**config.mk**
```make
export PLATFORM = sky130hd
export DESIGN_NAME = antilog2
export DESIGN_NICKNAME = d
export VERILOG_FILES = /design/src/rtl/antilog2_pkg.sv /design/src/rtl/antilog2_shift.sv /design/src/rtl/antilog2.sv
export SDC_FILE = /design/constraint.sdc
export NUM_CORES = 1
export LEC_CHECK = 0
export CAP_MARGIN = 0
export CORE_ASPECT_RATIO = 0.9
export CORE_MARGIN = 8
export CORE_UTILIZATION = 50
export DETAILED_ROUTE_END_ITERATION = 10
export PLACE_DENSITY = 0.85
export SLEW_MARGIN = 20
export SYNTH_ARGS = -nofsm -noshare
export SYNTH_HDL_FRONTEND = slang
export SYNTH_SLANG_ARGS = --single-unit
```
**constraint.sdc**
```tcl
create_clock -name clk -period 4.9 [get_ports clk]
set_input_delay 0.98 -clock clk [delete_from_list [all_inputs] [get_ports clk]]
set_output_delay 0.98 -clock clk [all_outputs]
set_load 0.005 [all_outputs]
```
**src/rtl/antilog2_pkg.sv**
```systemverilog
// Shared defaults, stage-1 payload type and a behavioural reference for the
// base-2 antilog pipeline (Mitchell linear mantissa).
// Optional build macro: ANTILOG2_ROUND_EN (round-half-up when e < FRAC_W).
package antilog2_pkg;

    localparam int ANTILOG2_D_W    = 32;
    localparam int ANTILOG2_FRAC_W = 8;
    localparam int ANTILOG2_INT_W  = $clog2(ANTILOG2_D_W);

    // Stage-1 payload at the default widths: exponent, mantissa with hidden one, row end.
    typedef struct packed {
        logic [ANTILOG2_INT_W-1:0]  e;
        logic [ANTILOG2_FRAC_W:0]   m;
        logic                       last;
    } stage1_t;

    // Arithmetic reference: floor(({1,f} << e) / 2^FRAC_W), optionally adding
    // half an LSB first when the shift leaves fractional bits behind.
    function automatic logic [ANTILOG2_D_W-1:0] antilog2_ref(
        input logic [ANTILOG2_INT_W-1:0]  e,
        input logic [ANTILOG2_FRAC_W-1:0] f,
        input logic                       round
    );
        logic [63:0] p;
        p = (64'(1) << ANTILOG2_FRAC_W) | 64'(f);
        p = p << e;
        if (round && (int'(e) < ANTILOG2_FRAC_W))
            p = p + (64'(1) << (ANTILOG2_FRAC_W - 1));
        return ANTILOG2_D_W'(p >> ANTILOG2_FRAC_W);
    endfunction

endpackage

```
**src/rtl/antilog2_shift.sv**
```systemverilog
// Combinational barrel shift of the mantissa by the exponent, followed by
// truncation (or round-half-up when ANTILOG2_ROUND_EN is defined).
module antilog2_shift
    import antilog2_pkg::*;
#(
    parameter int  D_W    = ANTILOG2_D_W,
    parameter int  FRAC_W = ANTILOG2_FRAC_W,
    localparam int INT_W  = $clog2(D_W)
)(
    input  logic [INT_W-1:0]  e,
    input  logic [FRAC_W:0]   m,
    output logic [D_W-1:0]    y
);

    localparam int P_W = D_W + FRAC_W + 1;

    // stg[k] holds the mantissa shifted by the low k exponent bits.
    logic [P_W-1:0] stg [INT_W+1];
    logic [P_W-1:0] p_final;
    logic           unused_bits;

    assign stg[0] = P_W'(m);

    genvar gi;
    generate
        for (gi = 0; gi < INT_W; gi++) begin : g_shift
            assign stg[gi+1] = e[gi] ? (stg[gi] << (2**gi)) : stg[gi];
        end
    endgenerate

`ifdef ANTILOG2_ROUND_EN
    localparam logic [INT_W-1:0] FRAC_E = INT_W'(FRAC_W);
    localparam logic [P_W-1:0]   HALF   = P_W'(1) << (FRAC_W - 1);
    // Only shifts shorter than FRAC_W discard fractional bits; larger ones are exact.
    assign p_final = (e < FRAC_E) ? (stg[INT_W] + HALF) : stg[INT_W];
`else
    assign p_final = stg[INT_W];
`endif

    assign y = p_final[D_W+FRAC_W-1:FRAC_W];

    // Dropped fractional bits and the always-zero top bit.
    assign unused_bits = ^{p_final[P_W-1], p_final[FRAC_W-1:0]};

endmodule

```
**src/rtl/antilog2.sv**
```systemverilog
// Two-stage valid/ready base-2 antilog: stage 1 captures {e, 1.f, last},
// stage 2 shifts/truncates and presents the result. Full backpressure,
// bubbles collapse. Optional build macro: ANTILOG2_ROUND_EN.
module antilog2
    import antilog2_pkg::*;
#(
    parameter int  D_W    = ANTILOG2_D_W,
    parameter int  FRAC_W = ANTILOG2_FRAC_W,
    localparam int INT_W  = $clog2(D_W)
)(
    input  logic                    clk,
    input  logic                    rst_n,
    input  logic                    s_valid,
    output logic                    s_ready,
    input  logic [INT_W+FRAC_W-1:0] s_data,
    input  logic                    s_last,
    output logic                    m_valid,
    input  logic                    m_ready,
    output logic [D_W-1:0]          m_data,
    output logic                    m_last
);

    // Same layout as stage1_t, but sized from this instance's parameters.
    typedef struct packed {
        logic [INT_W-1:0] e;
        logic [FRAC_W:0]  m;
        logic             last;
    } payload_t;

    payload_t       stage1_reg;
    logic           stage1_valid;
    logic           stage2_valid;
    logic           rst_done;
    logic           rdy1;
    logic           rdy2;
    logic           accept;
    logic [D_W-1:0] shift_y;

    assign rdy2    = !stage2_valid || m_ready;
    assign rdy1    = !stage1_valid || rdy2;
    assign s_ready = rdy1 && rst_done;
    assign accept  = s_valid && s_ready;
    assign m_valid = stage2_valid;

    // Hold off input acceptance until the first clock edge after reset release.
    always_ff @(posedge clk or negedge rst_n) begin
        if (!rst_n) rst_done <= 1'b0;
        else        rst_done <= 1'b1;
    end

    // Stage 1: capture exponent, mantissa with hidden one, and row-end flag.
    always_ff @(posedge clk or negedge rst_n) begin
        if (!rst_n) begin
            stage1_valid <= 1'b0;
            stage1_reg   <= '0;
        end else if (rdy1) begin
            stage1_valid <= accept;
            if (accept) begin
                stage1_reg.e    <= s_data[INT_W+FRAC_W-1:FRAC_W];
                stage1_reg.m    <= {1'b1, s_data[FRAC_W-1:0]};
                stage1_reg.last <= s_last;
            end
        end
    end

    antilog2_shift #(
        .D_W    (D_W),
        .FRAC_W (FRAC_W)
    ) u_shift (
        .e (stage1_reg.e),
        .m (stage1_reg.m),
        .y (shift_y)
    );

    // Stage 2: register the shifted result; held while stalled downstream.
    always_ff @(posedge clk or negedge rst_n) begin
        if (!rst_n) begin
            stage2_valid <= 1'b0;
            m_data       <= '0;
            m_last       <= 1'b0;
        end else if (rdy2) begin
            stage2_valid <= stage1_valid;
            if (stage1_valid) begin
                m_data <= shift_y;
                m_last <= stage1_reg.last;
            end
        end
    end

endmodule
```
==> results of run 1 <==
critical path: stages:
cell,delay [ns]
clkdlybuf4s50_1,0.47
nand3b_1,0.12
and2_1,0.15
clkdlybuf4s50_1,0.51
worst max-delay path by stage:
| stage | startpoint | endpoint | slack [ns] | cells past startpoint |
|---|---|---|---|---|
| global placement | m_ready | s_ready | 1.71 | 4 |
| CTS | m_ready | s_ready | 1.68 | 4 |
| global route | m_ready | s_ready | 1.61 | 4 |
| finish | m_ready | s_ready | 1.69 | 4 |
| floorplan | m_ready | s_ready | 2.62 | 2 |
| detailed placement | m_ready | s_ready | 1.68 | 4 |
per-layer routing:
metal,track usage [%],part of all wire [%],wire length [um]
met5,0,0,0
met4,4.532,1.5,96
met2,24.87,45,2828
met3,5.644,9.2,574
met1,21.49,44,2739
cell families (layout without fill, tap and decap cells):
| family | after synthesis | after routing | synth area share (%) |
|---|---|---|---|
| compound gates | 57 | 57 | 15.16 |
| buf+inv | 23 | 66 | 4.251 |
| flops | 51 | 51 | 48.18 |
| mux | 33 | 33 | 14.78 |
| other cells | 1 | 1 | 0.1416 |
| simple gates | 88 | 88 | 17.48 |
area by class of cell:
cell class	count	area [um^2]
fillers	452	1928
clock buffers	8	100.1
flip-flops and latches	51	1276
multi-input cells	179	1260
well taps	67	83.83
repair buffers	53	525.5
inverters	5	18.77
cell usage in the layout (no fill, tap or decap), types with 2 or more instances in the layout:
cell             Yosys  layout
inv_1                5       5
and2_1               3       3
nand3_1              3       3
o22ai_1             11      11
clkdlybuf4s50_1      0      51
o21ai_0              8       8
clkbuf_8             0       7
a2111oi_2            3       3
a21oi_1             17      17
or3b_2               3       3
o211ai_1             4       4
dfrtp_1             51      51
a22o_1               3       3
nand3b_1             7       7
a221o_1              4       4
nor2_1               8       8
nand2b_1             7       7
buf_4                3       2
nor3_1               2       2
mux2_2              16      16
nor4_1               7       7
nor3b_1              4       4
mux2i_2              4       4
nand2_1             37      37
mux2i_1             10      10
power by group through the flow:
| stage | sequential, uW | combinational [uW] | clock (uW) |
|---|---|---|---|
| floorplan | 568 | 280 | 0 |
| global placement | 607 | 453 | 0 |
| detailed placement | 609 | 459 | 0 |
| CTS | 601 | 461 | 261 |
| global route | 615 | 504 | 280 |
| finish | 601 | 459 | 254 |
per-stage QoR:
| step | hold WS [ns] | setup slack, ns |
|---|---|---|
| finish | 0.4802 | 1.686 |
| global route | 0.5103 | 1.611 |
| detailed placement | 0.4657 | 1.684 |
| global placement | 0.4523 | 1.707 |
| CTS | 0.4860 | 1.677 |
| floorplan | 0.4331 | 2.622 |
==> impl_metrics.toml, run 1 <==
[status]
status = "complete, no violations"

[critical_path]
critPathRequiredTime_ns = 3.92
reg2reg_depth = 4
timing.rr.start = "stage1_reg[11]"
path_class = "in -> out"
crit_fanout = 2
critPathLaunchType = "input port"
end_kind = "output pin"
ff2ff_setup_slack_ns = 2.41
timing.rr.end = "m_data[1]"
critPathArrivalTime_ns = 2.23

[hold_path]
hp-class = "reg -> reg"
min_to = "m_last"
whs_path_depth = 2
min_from = "stage1_reg[0]"

[sta]
drv_slew = 0
max_freq_ghz = 0.3112
worst_pin_slew_ns = 0.8840
relSlewSlack_pct = 41.07
hold_viol_final = 0
fin_crit_sh_pct = 65.58
skew_ns = 0.007619
rsz0062_at_grt = "no"
setup_viol = 0
finalSetupTns_ns = 0
period_minus_slack_ns = 3.214

[finish]
fin_util_pct = 62.87
drive_gt1_share_pct = 13.85
syn2layout_area_growth_pct = 23.24
design_area_um2 = 3264
num_antenna_cells = 0
nNetsFinal = 313
largest_reg_flops = 32
layout.cells.non_filler = 363

[power]
combPwrFrac_pct = 35.0
vdd_ir_drop_max_mv = 0.2303
p_leak_uw = 0.001356
p_sw_uw = 422.4
swShare_pct = 32.14
clkPwrFrac_pct = 19.3
p_total_uw = 1314
sequentialPowerShare_pct = 45.7
power.density_nw_per_um2 = 402.7
p_int_uw = 892.0

[cts]
clock_latency_ns = 0.30
cts_buffers = 5
cts_setup_buffers = 0
clk_pin_slew_ns = 0.08
post_cts_resized = 0
cts.sinks = 51
ctsHoldBuffers = 0
root_buffer = "clkbuf_8"
cts_tree = "yes"
ctsLongestPathBuffers = 2
h-tree-depth = 2

[grt]
grt_antenna_before_repair = 0
gr-total-overflow = 0
grt_pass1_vias = 2100
grt_max_degree = 52
grt_pass1_wl_um = 10550
track_usage_pct = 16.36

[floorplan]
ioPinCount = 53
core_um2 = 5192
fp.dieH_um = 85.05
die_area_um2 = 7886
start_util_pct = 51.01
rows = 25
die_width_um = 92.72

[logic_synthesis]
synthTopCellsByCount = "dfrtp_1 (51), nand2_1 (37), a21oi_1 (17)"
yosys_register_bits = 51
syn-cell-area_um2 = 2649
yosysUniqueCellTypes = 46
ys_top_cells_by_area = "dfrtp_1 (48%), mux2_2 (6.8%), nand2_1 (5.2%)"
yosysTopAreaCell = "dfrtp_1"
yosysWarnings = 0
ys_seq_area_share_pct = 48.18
synth_top_flop_cell = "dfrtp_1"
synthCells = 253
synth_most_common_cell = "dfrtp_1"
synthesis.nets = 271
synth_edf_count = 0
syn_area_per_cell_um2 = 10.47
synthArstFlopShare_pct = 100.0
yosys.area.top_type_share_pct = 48.18

[detailed_routing]
wirelength_um = 6238
drt_pass1_iterations = 5
vias = 2142
wire_per_inst_um = 17.18
dr.first_iter.drc_count = 214
viasPerCell = 5.901
ant_nets = 0
drc = 0

[place]
place_inst = 355
hpwl_um = 4572
placed_area_um2 = 3162
portBuffers = 52
gp_congestion = 0.8774

[run]
cap_violations = 0
(Power assumes the default switching activity.)
==> inputs of run 2 (changes only) <==
==> constraint.sdc (replaced) <==
create_clock -name clk -period 3.1 [get_ports clk]
set_input_delay 0.62 -clock clk [delete_from_list [all_inputs] [get_ports clk]]
set_output_delay 0.62 -clock clk [all_outputs]
set_load 0.005 [all_outputs]
==> impl_metrics.toml, run 2 (same netlist as run 1, synthesis figures left out) <==
[detailed_routing]
dr.first_iter.drc_count = 232
viasPerCell = 5.907
drt_pass1_iterations = 4
ant_nets = 0
vias = 2150
wirelength_um = 6451
drc = 0
wire_per_inst_um = 17.72

[place]
gp_congestion = 0.9461
place_ws_ns = 0.6229
place_inst = 358
hpwl_um = 4728
portBuffers = 52

[floorplan]
die_area_um2 = 7886
start_util_pct = 51.01
core_um2 = 5192
fp.dieH_um = 85.05
ioPinCount = 53
rows = 25
die_width_um = 92.72

[critical_path]
critPathRequiredTime_ns = 2.48
cp-endpoint = "s_ready"
worst_path_most_repeated_cell = "clkdlybuf4s50_1"
path_class = "in -> out"
critPathLaunchType = "input port"
path_cells = "clkdlybuf4s50_1 -> nand3b_1 -> and2_1 -> clkdlybuf4s50_1"
critPathMaxStageDelay_ns = 0.51
timing.rr.start = "stage1_reg[11]"
ff2ff_setup_slack_ns = 0.68
critPathArrivalTime_ns = 1.86
crit_slowest_cell = "clkdlybuf4s50_1"
timing.rr.end = "m_data[6]"
end_kind = "output pin"
reg2reg_depth = 4
startpoint = "m_ready"
crit_fanout = 2

[cts]
root_buffer = "clkbuf_8"
cts_setup_buffers = 0
h-tree-depth = 2
cts_buffers = 5
clock_latency_ns = 0.29
cts_tree = "yes"
clk_pin_slew_ns = 0.08
ctsHoldBuffers = 0
cts.sinks = 51
post_cts_resized = 0
ctsLongestPathBuffers = 2

[finish]
fillers = 460
fin_util_pct = 62.77
nNetsFinal = 316
drive_gt1_share_pct = 14.14
syn2layout_area_growth_pct = 23.05
layout.cells.non_filler = 364
num_antenna_cells = 0
mostFrequentLayoutCells = "clkdlybuf4s50_1 (51), dfrtp_1 (51), nand2_1 (37), a21oi_1 (17), mux2_2 (16)"
largest_reg_flops = 32

[grt]
grt_pass1_vias = 2262
gr-total-overflow = 0
grt_max_degree = 52
track_usage_pct = 17.24
grt_antenna_before_repair = 0
grt_pass1_wl_um = 11180

[sta]
rsz0062_at_grt = "no"
skew_ns = 0.007237
hold_viol_final = 0
drv_slew = 0
worst_pin_slew_ns = 0.8631
max_freq_ghz = 0.4032
setup_viol = 0
hold_ws_ns = 0.3443
layout_setup_ws_ns = 0.6199
fin_crit_sh_pct = 80.00
finalSetupTns_ns = 0
period_minus_slack_ns = 2.480
relSlewSlack_pct = 42.46

[power]
power.density_nw_per_um2 = 622.3
p_leak_uw = 0.001356
vdd_ir_drop_max_mv = 0.4013

[run]
cap_violations = 0

[hold_path]
hp-class = "in -> async"

[status]
status = "complete, no violations"
[run 2: changes by cell type in the layout (fill, tap and decap cells not counted), sizes merged]
cell	delta
buf	+3
clkbuf	-2
[run 2: routing by layer]
layer	share of wire (%)	global-route usage [%]	up-vias
met5	0	0	-
met1	44	23.04	1018
met3	9.5	5.556	19
met2	45	25.39	106
met4	2.1	6.287	0
li1	-	-	1007
[run 2: worst max-delay path: cells and delay by family]
family                 cells  cell delay [ns]
buffers and inverters      2             0.97
and+or+nand+nor            2             0.27
[run 2: report_power, final]
group	switching (uW)	internal [uW]	total [uW]
logic	324	414	738
registers	148	799	947
clock network	192	151	343
total	664	1360	2030
[run 2: worst min path at each step]
stage	from	end	slack [ns]	depth (start not counted)
5_1_grt	rst_n	m_data[20]	0.39	1
4_1_cts	m_data[28]	m_data[28]	0.49	2
3_5_place_dp	stage1_reg[0]	m_last	0.47	2
3_3_place_gp	stage1_reg[0]	m_last	0.46	2
6_report	rst_n	m_data[26]	0.34	1
2_1_floorplan	rst_n	m_data[0]	0.32	0
[run 2: stage by stage]
stage	power, uW	area, um^2
floorplan	1340	2649
global placement	1683	3184
detailed placement	1700	3184
CTS	2043	3257
global route	2163	3259
finish	2028	3259
[run 2: area by class of cell]
class	count	area (um^2)	area share (%)
Sequential cell	51	1276	39.16
Multi-Input combinational cell	179	1260	38.66
Timing Repair Buffer	56	548.0	16.81
Tap cell	67	83.83	2.572
Clock buffer	6	72.57	2.226
Inverter	5	18.77	0.5758
